`config.mk`:
```
export PLATFORM = sky130hd
export DESIGN_NAME = wr_arria10_phy_rst_supervisor
export DESIGN_NICKNAME = d
export VERILOG_FILES = /design/src/rtl/wr_arria10_phy_pkg.sv /design/src/rtl/wr_arria10_phy_rst_supervisor.sv
export SDC_FILE = /design/constraint.sdc
export NUM_CORES = 1
export LEC_CHECK = 0
export ABC_AREA = 1
export CAP_MARGIN = 10
export CORE_ASPECT_RATIO = 0.5
export CORE_UTILIZATION = 25
export CTS_BUF_LIST = sky130_fd_sc_hd__clkbuf_4 sky130_fd_sc_hd__clkbuf_8
export DETAILED_ROUTE_END_ITERATION = 10
export GPL_TIMING_DRIVEN = 0
export PLACE_DENSITY = 0.42
export SYNTH_ARGS = -nofsm -noshare
export SYNTH_HDL_FRONTEND = slang
export SYNTH_SLANG_ARGS = --single-unit
export TNS_END_PERCENT = 10
```
`constraint.sdc`:
```
create_clock -name clock -period 3.1 [get_ports clock]
set_clock_uncertainty 0.1 [all_clocks]
set_input_delay 0.62 -clock clock [delete_from_list [all_inputs] [get_ports clock]]
set_output_delay 0.62 -clock clock [all_outputs]
set_load 0.01 [all_outputs]
```
`src/rtl/wr_arria10_phy_pkg.sv`:
```
// Shared types for the Arria10 WR PHY wrapper: reset supervisor state encoding
// (also exported on the status register) and the retry saturation limit.
package wr_arria10_phy_pkg;

   typedef enum logic [2:0] {
      RESET_HOLD = 3'd0,
      WAIT_TX    = 3'd1,
      WAIT_RX    = 3'd2,
      LINK_UP    = 3'd3
   } t_rst_sup_state;

   localparam int c_RETRY_MAX = 255;

endpackage

```
`src/rtl/wr_arria10_phy_rst_supervisor.sv`:
```
// Sequences the Arria10 transceiver reset controller: pulse its reset, wait for
// tx_ready then rx_ready, hold link_up, and restart on any fault or request.
module wr_arria10_phy_rst_supervisor
   import wr_arria10_phy_pkg::*;
#(
   parameter int RST_PULSE_CYCLES = 16,
   parameter int TX_TIMEOUT       = 1048576,
   parameter int RX_TIMEOUT       = 4194304,
   parameter int LOL_FILTER       = 256
) (
   input  logic       clock,
   input  logic       reset,
   input  logic       req_reset,
   input  logic       tx_ready,
   input  logic       rx_ready,
   input  logic       rx_is_lockedtodata,
   output logic       rst_ctl_reset,
   output logic       link_up,
   output logic [2:0] state_o,
   output logic [7:0] retry_count,
   output logic       timeout_seen
);

   localparam int MAX_A = (RST_PULSE_CYCLES > TX_TIMEOUT) ? RST_PULSE_CYCLES : TX_TIMEOUT;
   localparam int MAX_B = (RX_TIMEOUT > LOL_FILTER) ? RX_TIMEOUT : LOL_FILTER;
   localparam int MAX_C = (MAX_A > MAX_B) ? MAX_A : MAX_B;
   localparam int CW    = $clog2(MAX_C + 1);

   localparam logic [CW-1:0] PULSE_LAST = CW'(RST_PULSE_CYCLES - 1);
   localparam logic [CW-1:0] TX_LAST    = CW'(TX_TIMEOUT - 1);
   localparam logic [CW-1:0] RX_LAST    = CW'(RX_TIMEOUT - 1);
   localparam logic [CW-1:0] LOL_LAST   = CW'(LOL_FILTER - 1);

   t_rst_sup_state state, state_nxt;
   logic [CW-1:0]  cnt, cnt_nxt;
   logic           retry, tmo;

   assign state_o = state;

   always_comb begin
      state_nxt = state;
      cnt_nxt   = cnt + CW'(1);
      retry     = 1'b0;
      tmo       = 1'b0;
      unique case (state)
         RESET_HOLD: begin
            // a held request keeps the pulse stretched until it is released
            if (req_reset)                cnt_nxt   = '0;
            else if (cnt == PULSE_LAST)   state_nxt = WAIT_TX;
         end
         WAIT_TX: begin
            if (req_reset) begin
               state_nxt = RESET_HOLD;
               retry     = 1'b1;
            end else if (tx_ready) begin
               state_nxt = WAIT_RX;
            end else if (cnt == TX_LAST) begin
               state_nxt = RESET_HOLD;
               retry     = 1'b1;
               tmo       = 1'b1;
            end
         end
         WAIT_RX: begin
            if (req_reset || !tx_ready) begin
               state_nxt = RESET_HOLD;
               retry     = 1'b1;
            end else if (rx_ready) begin
               state_nxt = LINK_UP;
            end else if (cnt == RX_LAST) begin
               state_nxt = RESET_HOLD;
               retry     = 1'b1;
               tmo       = 1'b1;
            end
         end
         LINK_UP: begin
            // cnt is the consecutive loss-of-lock run here
            if (req_reset || !tx_ready || !rx_ready) begin
               state_nxt = RESET_HOLD;
               retry     = 1'b1;
            end else if (rx_is_lockedtodata) begin
               cnt_nxt   = '0;
            end else if (cnt == LOL_LAST) begin
               state_nxt = RESET_HOLD;
               retry     = 1'b1;
            end
         end
         default: state_nxt = RESET_HOLD;
      endcase
      if (state_nxt != state) cnt_nxt = '0;
   end

   always_ff @(posedge clock) begin
      if (reset) begin
         state         <= RESET_HOLD;
         cnt           <= '0;
         rst_ctl_reset <= 1'b1;
         link_up       <= 1'b0;
         retry_count   <= '0;
         timeout_seen  <= 1'b0;
      end else begin
         state         <= state_nxt;
         cnt           <= cnt_nxt;
         rst_ctl_reset <= (state_nxt == RESET_HOLD);
         link_up       <= (state_nxt == LINK_UP);
         if (retry && (retry_count != 8'(c_RETRY_MAX))) retry_count <= retry_count + 8'd1;
         if (tmo) timeout_seen <= 1'b1;
      end
   end

endmodule
```
==> flow_metrics.env, run 1 <==
export IMPL_outcome="finished, final reports clean"
export IMPL_synthAdderAreaFrac=0.01103
export IMPL_peakVddDrop_v=0.0001388
export IMPL_power_density_mw_per_mm2=329.0
export IMPL_drive_gt1_frac=0.1514
export IMPL_rows=24
export IMPL_reg2reg_from="cnt[1]"
export IMPL_h_tree_depth=2
export IMPL_min_path_cells=2
export IMPL_max_cap_violations=0
export IMPL_hp_class="flop to flop"
export IMPL_cts_tree="yes"
export IMPL_synth_nets=332
export IMPL_hold_viol_final=0
export IMPL_switchingPower_uw=209.2
export IMPL_reg2reg_slack_ns=0.89
export IMPL_numPortBuffers=19
export IMPL_required_ns=3.19
export IMPL_track_usage=0.1387
export IMPL_holdWs_ns=0.4049
export IMPL_grt_pass1_vias=2116
export IMPL_rsz0062_at_grt="false"
export IMPL_fin_util=0.3075
export IMPL_clock_latency_ns=0.30
export IMPL_clk_pin_slew_ns=0.07
export IMPL_die_h_um=69.38
export IMPL_grt_overflow_total=0
export IMPL_hpwl_um=4546
export IMPL_syn_area_mm2=0.002270
export IMPL_fmax_ghz=0.4272
export IMPL_die_area_mm2=0.009487
export IMPL_dp_slack_ns=0.4419
export IMPL_synth_edf_count=0
export IMPL_drtAntennaViolNets=0
export IMPL_yosysSeqAreaShare=0.3264
export IMPL_rr_worst_depth=13
export IMPL_cp_max_fo=10
export IMPL_design_core_area_mm2=0.008768
export IMPL_ys_flop_type="dfxtp_1"
export IMPL_synth_compound_gate_area_share=0.05733
export IMPL_cts_buffers=5
export IMPL_ctsHoldBuffers=0
export IMPL_cts_resized=0
export IMPL_r2r_end="cnt[18]"
export IMPL_antenna_found_initial=0
export IMPL_nets=358
export IMPL_die_x_um=136.8
export IMPL_clockPowerShare=0.410
export IMPL_yosys_warnings=0
export IMPL_crit_type="input pin to flop"
export IMPL_syn_avg_cell_area_um2=7.005
export IMPL_cp_arrival_ns=2.43
export IMPL_firstDrtPassIters=6
export IMPL_routed_wl_um=5925
export IMPL_finalSetupViolations=0
export IMPL_end_kind="flop"
export IMPL_grt_max_degree=11
export IMPL_gp_congestion=0.8177
export IMPL_comb_power_share=0.051
export IMPL_min_to="timeout_seen"
export IMPL_syn_inst=324
export IMPL_p_leak_nw=0.9375
export IMPL_post_cts_buffers=0
export IMPL_finalCriticalPeriod_ns=2.341
export IMPL_clock_sinks=37
export IMPL_synth_cell_types=34
export IMPL_ys_ff_latch=37
export IMPL_drc=0
export IMPL_wl_per_cell_um=12.69
export IMPL_drt_iter0_markers=109
export IMPL_root_buffer="clkbuf_8"
export IMPL_synthArstFlopShare=0
export IMPL_dr_total_vias=2161
export IMPL_io_pins=20
export IMPL_area_delta_synth_final_pct=18.80
export IMPL_grt_pass1_wl_um=10210
export IMPL_min_delay_start="timeout_seen"
export IMPL_p_int_uw=678.0
export IMPL_initial_utilization=0.2588
export IMPL_routed_via_density=4.627
export IMPL_critical_path_startpoint_type="input pin"
export IMPL_fin_crit_sh=0.7552
export IMPL_insertedDiodeCount=0
export IMPL_setup_ws_ns=0.7589
export IMPL_synth_top_family_by_area="simple AND/OR/NAND/NOR gates"
export IMPL_p_sw_frac=0.2357
export IMPL_finalMaxSlewViolations=0
export IMPL_yosys_mux_area_fraction=0
export IMPL_synth_xor_area_share=0.02315
export IMPL_setup_tns_ns=0
export IMPL_synth_simple_gate_area_frac=0.5006
export IMPL_clock_path_buffers=2
export IMPL_seqPwrFrac=0.539
## worst max path at each step
stage,slack [ns],from,end,cells past startpoint
CTS,0.76,tx_ready,cnt[5],11
finish,0.76,tx_ready,cnt[5],11
global route,0.54,tx_ready,cnt[18],11
global placement,0.47,tx_ready,cnt[5],11
floorplan,1.24,cnt[0],cnt[14],13
detailed placement,0.44,tx_ready,cnt[18],11
## cell usage after synthesis (all sizes together) (2+ instances only)
| master | count | area share |
|---|---|---|
| a21oi | 8 | 0.018 |
| xor2 | 3 | 0.012 |
| nand3 | 50 | 0.12 |
| xnor2 | 3 | 0.012 |
| nand4 | 2 | 0.0055 |
| nand3b | 4 | 0.013 |
| buf | 6 | 0.025 |
| nor2 | 47 | 0.084 |
| or2 | 2 | 0.0055 |
| inv | 32 | 0.053 |
| o21ai | 7 | 0.015 |
| o211ai | 4 | 0.013 |
| nor3 | 36 | 0.13 |
| nand2 | 74 | 0.14 |
| dfxtp | 37 | 0.33 |
| ha | 2 | 0.011 |
## layout make-up
cell class / count / area (um2)
inverter: 32 / 120.1
clock buffer: 7 / 90.09
multi-input combinational: 248 / 1348
tap: 117 / 146.4
sequential: 37 / 740.7
buffer: 7 / 61.31
fill: 999 / 6072
timing repair buffer: 19 / 190.2
## sequential cells by signal (all words and copies together) (netlist names)
register,cells
retry_count,8
rst_ctl_reset,1
timeout_seen,1
link_up,1
state_o,3
cnt,23
## cells by family (layout without fill, tap and decap cells)
| kind of cell | after synthesis | in the layout |
|---|---|---|
| adder cells (fa/ha/maj) | 2 | 2 |
| XOR/XNOR | 6 | 6 |
| other | 1 | 1 |
| buffers and inverters | 39 | 65 |
| AND/OR/NAND/NOR | 217 | 217 |
| AO/OA/AOI/OAI | 22 | 22 |
| flip-flops | 37 | 37 |
## metal layers
metal / up-vias / track usage / wire [um]
li1: 1118 / - / -
met1: 1007 / 0.1814 / 2961
met2: 31 / 0.2245 / 2734
met3: 5 / 0.03728 / 178
met4: 0 / 0.03580 / 51
met5: - / 0 / 0
## cell usage in the layout, fill, tap and decap left out, types with 6 or more instances in the layout
cell             instances
dfxtp_1                 37
nor3_2                  20
inv_1                   31
nand2_2                  6
nand3_1                 46
nor2_1                  43
nor3_1                  15
o21ai_0                  7
clkbuf_8                 6
nand2_1                 66
clkdlybuf4s50_1         19
a21oi_1                  8
## power by group through the flow
stage	sequential [mW]	clock, mW	combinational [mW]
floorplan	0.489	0	0.0266
global placement	0.489	0	0.0455
detailed placement	0.490	0	0.0460
CTS	0.478	0.385	0.0461
global route	0.479	0.410	0.0495
finish	0.478	0.364	0.0450
## metrics by stage
stage          instance area [um2]  power [mW]  cells
2_1_floorplan                 2270      0.5159    324
3_3_place_gp                  2606      0.5350    460
6_report                      2696      0.8872    467
5_1_grt                       2696      0.9380    467
4_1_cts                       2696      0.9093    467
3_5_place_dp                  2606      0.5356    460
## critical path: stages
cell and delay [ns]:
clkdlybuf4s50_1 0.52, inv_1 0.09, nor2_1 0.22, nand2_1 0.09, inv_1 0.10, nand2_1 0.06
nand2_1 0.06, o211ai_1 0.21, buf_2 0.28, nand3_1 0.12, nor3_2 0.05
No activity file was read; power rests on OpenSTA's default activity.
==> run 2: changes to the inputs <==
--- a/config.mk
+++ b/config.mk
@@ -12,7 +12,7 @@
 export CTS_BUF_LIST = sky130_fd_sc_hd__clkbuf_4 sky130_fd_sc_hd__clkbuf_8
 export DETAILED_ROUTE_END_ITERATION = 10
 export GPL_TIMING_DRIVEN = 0
-export PLACE_DENSITY = 0.42
+export PLACE_DENSITY = 0.43
 export SYNTH_ARGS = -nofsm -noshare
 export SYNTH_HDL_FRONTEND = slang
 export SYNTH_SLANG_ARGS = --single-unit
==> constraint.sdc (replaced) <==
create_clock -name clock -period 2.1 [get_ports clock]
set_clock_uncertainty 0.1 [all_clocks]
set_input_delay 0.42 -clock clock [delete_from_list [all_inputs] [get_ports clock]]
set_output_delay 0.42 -clock clock [all_outputs]
set_load 0.01 [all_outputs]
==> flow_metrics.env, run 2 (synthesis results as in run 1) <==
export IMPL_fillers=947
export IMPL_io_pins=20
export IMPL_wl_per_cell_um=13.18
export IMPL_hp_class="flop to flop"
export IMPL_end_kind="flop"
export IMPL_cts_buffers=5
export IMPL_design_core_area_mm2=0.008768
export IMPL_outcome="finished, final reports clean"
export IMPL_die_area_mm2=0.009487
export IMPL_numPortBuffers=19
export IMPL_die_h_um=69.38
export IMPL_drc=0
export IMPL_rr_worst_depth=13
export IMPL_grt_pass1_vias=2079
export IMPL_setup_tns_ns=0
export IMPL_peakVddDrop_v=0.0001456
export IMPL_holdWs_ns=0.4161
export IMPL_finalCriticalPeriod_ns=2.028
export IMPL_clock_latency_ns=0.29
export IMPL_cp_max_fo=5
export IMPL_rows=24
export IMPL_finalMaxSlewViolations=0
export IMPL_h_tree_depth=2
export IMPL_fin_area_mm2=0.003107
export IMPL_top_register="cnt"
export IMPL_max_cap_violations=0
export IMPL_firstDrtPassIters=6
export IMPL_clock_path_buffers=2
export IMPL_area_delta_synth_final_pct=36.88
export IMPL_tightest_slew_ns=0.6028
export IMPL_cts_tree="yes"
export IMPL_reg2reg_slack_ns=0.07
export IMPL_grt_pass1_wl_um=9963
export IMPL_critical_path_startpoint_type="flop"
export IMPL_fmax_ghz=0.4932
export IMPL_clock_sinks=37
export IMPL_final_cell_mix="62 x nand2_1, 43 x nand3_1, 34 x nor2_1, 30 x inv_1, 26 x dfxtp_1"
export IMPL_crit_type="flop to flop"
export IMPL_fin_util=0.3543
export IMPL_track_usage=0.1357
export IMPL_antenna_found_initial=0
export IMPL_die_x_um=136.8
export IMPL_r2r_end="cnt[6]"
export IMPL_cp_arrival_ns=2.15
export IMPL_gp_congestion=0.8366
export IMPL_nets=379
export IMPL_placed_cell_area_mm2=0.002606
export IMPL_fin_crit_sh=0.9655
export IMPL_initial_utilization=0.2588
export IMPL_grt_max_degree=11
export IMPL_crit_end="cnt[6]"
export IMPL_slew_headroom=0.5964
export IMPL_critPathLaunch="cnt[1]"
export IMPL_power_density_mw_per_mm2=406.5
export IMPL_routed_via_density=4.715
export IMPL_layout_commonest_cell="nand2_1"
export IMPL_clk_pin_slew_ns=0.08
export IMPL_reg2reg_from="cnt[1]"
export IMPL_root_buffer="clkbuf_8"
export IMPL_grt_overflow_total=0
export IMPL_routed_wl_um=6421
export IMPL_insertedDiodeCount=0
export IMPL_hold_viol_final=0
export IMPL_dr_total_vias=2296
export IMPL_rsz0062_at_grt="true"
export IMPL_largest_reg_flops=23
export IMPL_drt_iter0_markers=93
export IMPL_finalSetupViolations=0
export IMPL_p_leak_nw=1.139
export IMPL_drive_gt1_frac=0.2919
export IMPL_min_path_cells=2
export IMPL_required_ns=2.22
export IMPL_hpwl_um=4450
export IMPL_drtAntennaViolNets=0
[run 2: area by class of cell]
class / instances / area (um2) / area share
buffer: 7 / 93.84 / 0.03021
clock buffer: 5 / 68.82 / 0.02215
clock inverter: 1 / 5.005 / 0.001611
inverter: 32 / 120.1 / 0.03866
multi-input combinational: 248 / 1510 / 0.4861
sequential: 37 / 754.5 / 0.2429
tap: 117 / 146.4 / 0.04712
timing repair buffer: 40 / 407.9 / 0.1313
[run 2: power breakdown]
group          total (mW)  switching [mW]  internal [mW]
Clock               0.470           0.251          0.219
Sequential          0.708         0.00425          0.704
Combinational      0.0853          0.0497         0.0356
[run 2: routing by layer]
metal  GRT usage  share of wire  up-vias  wire, um
met5           0              0        -         0
met4     0.03827          0.013        0        84
met3     0.03363          0.040        6       259
met2      0.2245           0.47       56      3026
met1      0.1741           0.48     1072      3051
li1            -              -     1162         -
[run 2: what timing repair did]
action                                 4_1_cts  5_1_grt
resized for setup                           20       46
pin swaps                                    6       12
hold buffers                                 0        0
buffers inserted                             7       10
endpoints found under the hold margin        0        0
cloned                                       1        3
setup endpoints to repair                   29       31
[run 2: worst min path at each step]
stage / end / slack (ns) / from
floorplan: timeout_seen / 0.41 / timeout_seen
global placement: retry_count[4] / 0.39 / retry_count[4]
detailed placement: retry_count[7] / 0.41 / retry_count[7]
CTS: retry_count[7] / 0.42 / retry_count[7]
global route: retry_count[4] / 0.44 / retry_count[4]
finish: retry_count[7] / 0.42 / retry_count[7]
[run 2: critical path, cell delays in order (launching register included)]
cell	delay [ns]
dfxtp_2	0.35
ha_4	0.16
nand2_4	0.06
nor2_4	0.12
nand2_4	0.10
nor2_4	0.14
nand3_2	0.11
a21oi_2	0.16
nand2_2	0.08
nand3_2	0.08
nand3_4	0.09
buf_12	0.15
clkbuf_16	0.16
nor3_4	0.09
[run 2: through the flow]
stage | setup slack, ns | total power [mW] | instances
5_1_grt | -0.05775 | 1.336 | 487
4_1_cts | 0.009415 | 1.278 | 474
2_1_floorplan | 0.2412 | 0.7616 | 324
3_3_place_gp | -0.3231 | 0.7900 | 460
6_report | 0.07238 | 1.263 | 487
3_5_place_dp | -0.3069 | 0.7891 | 460
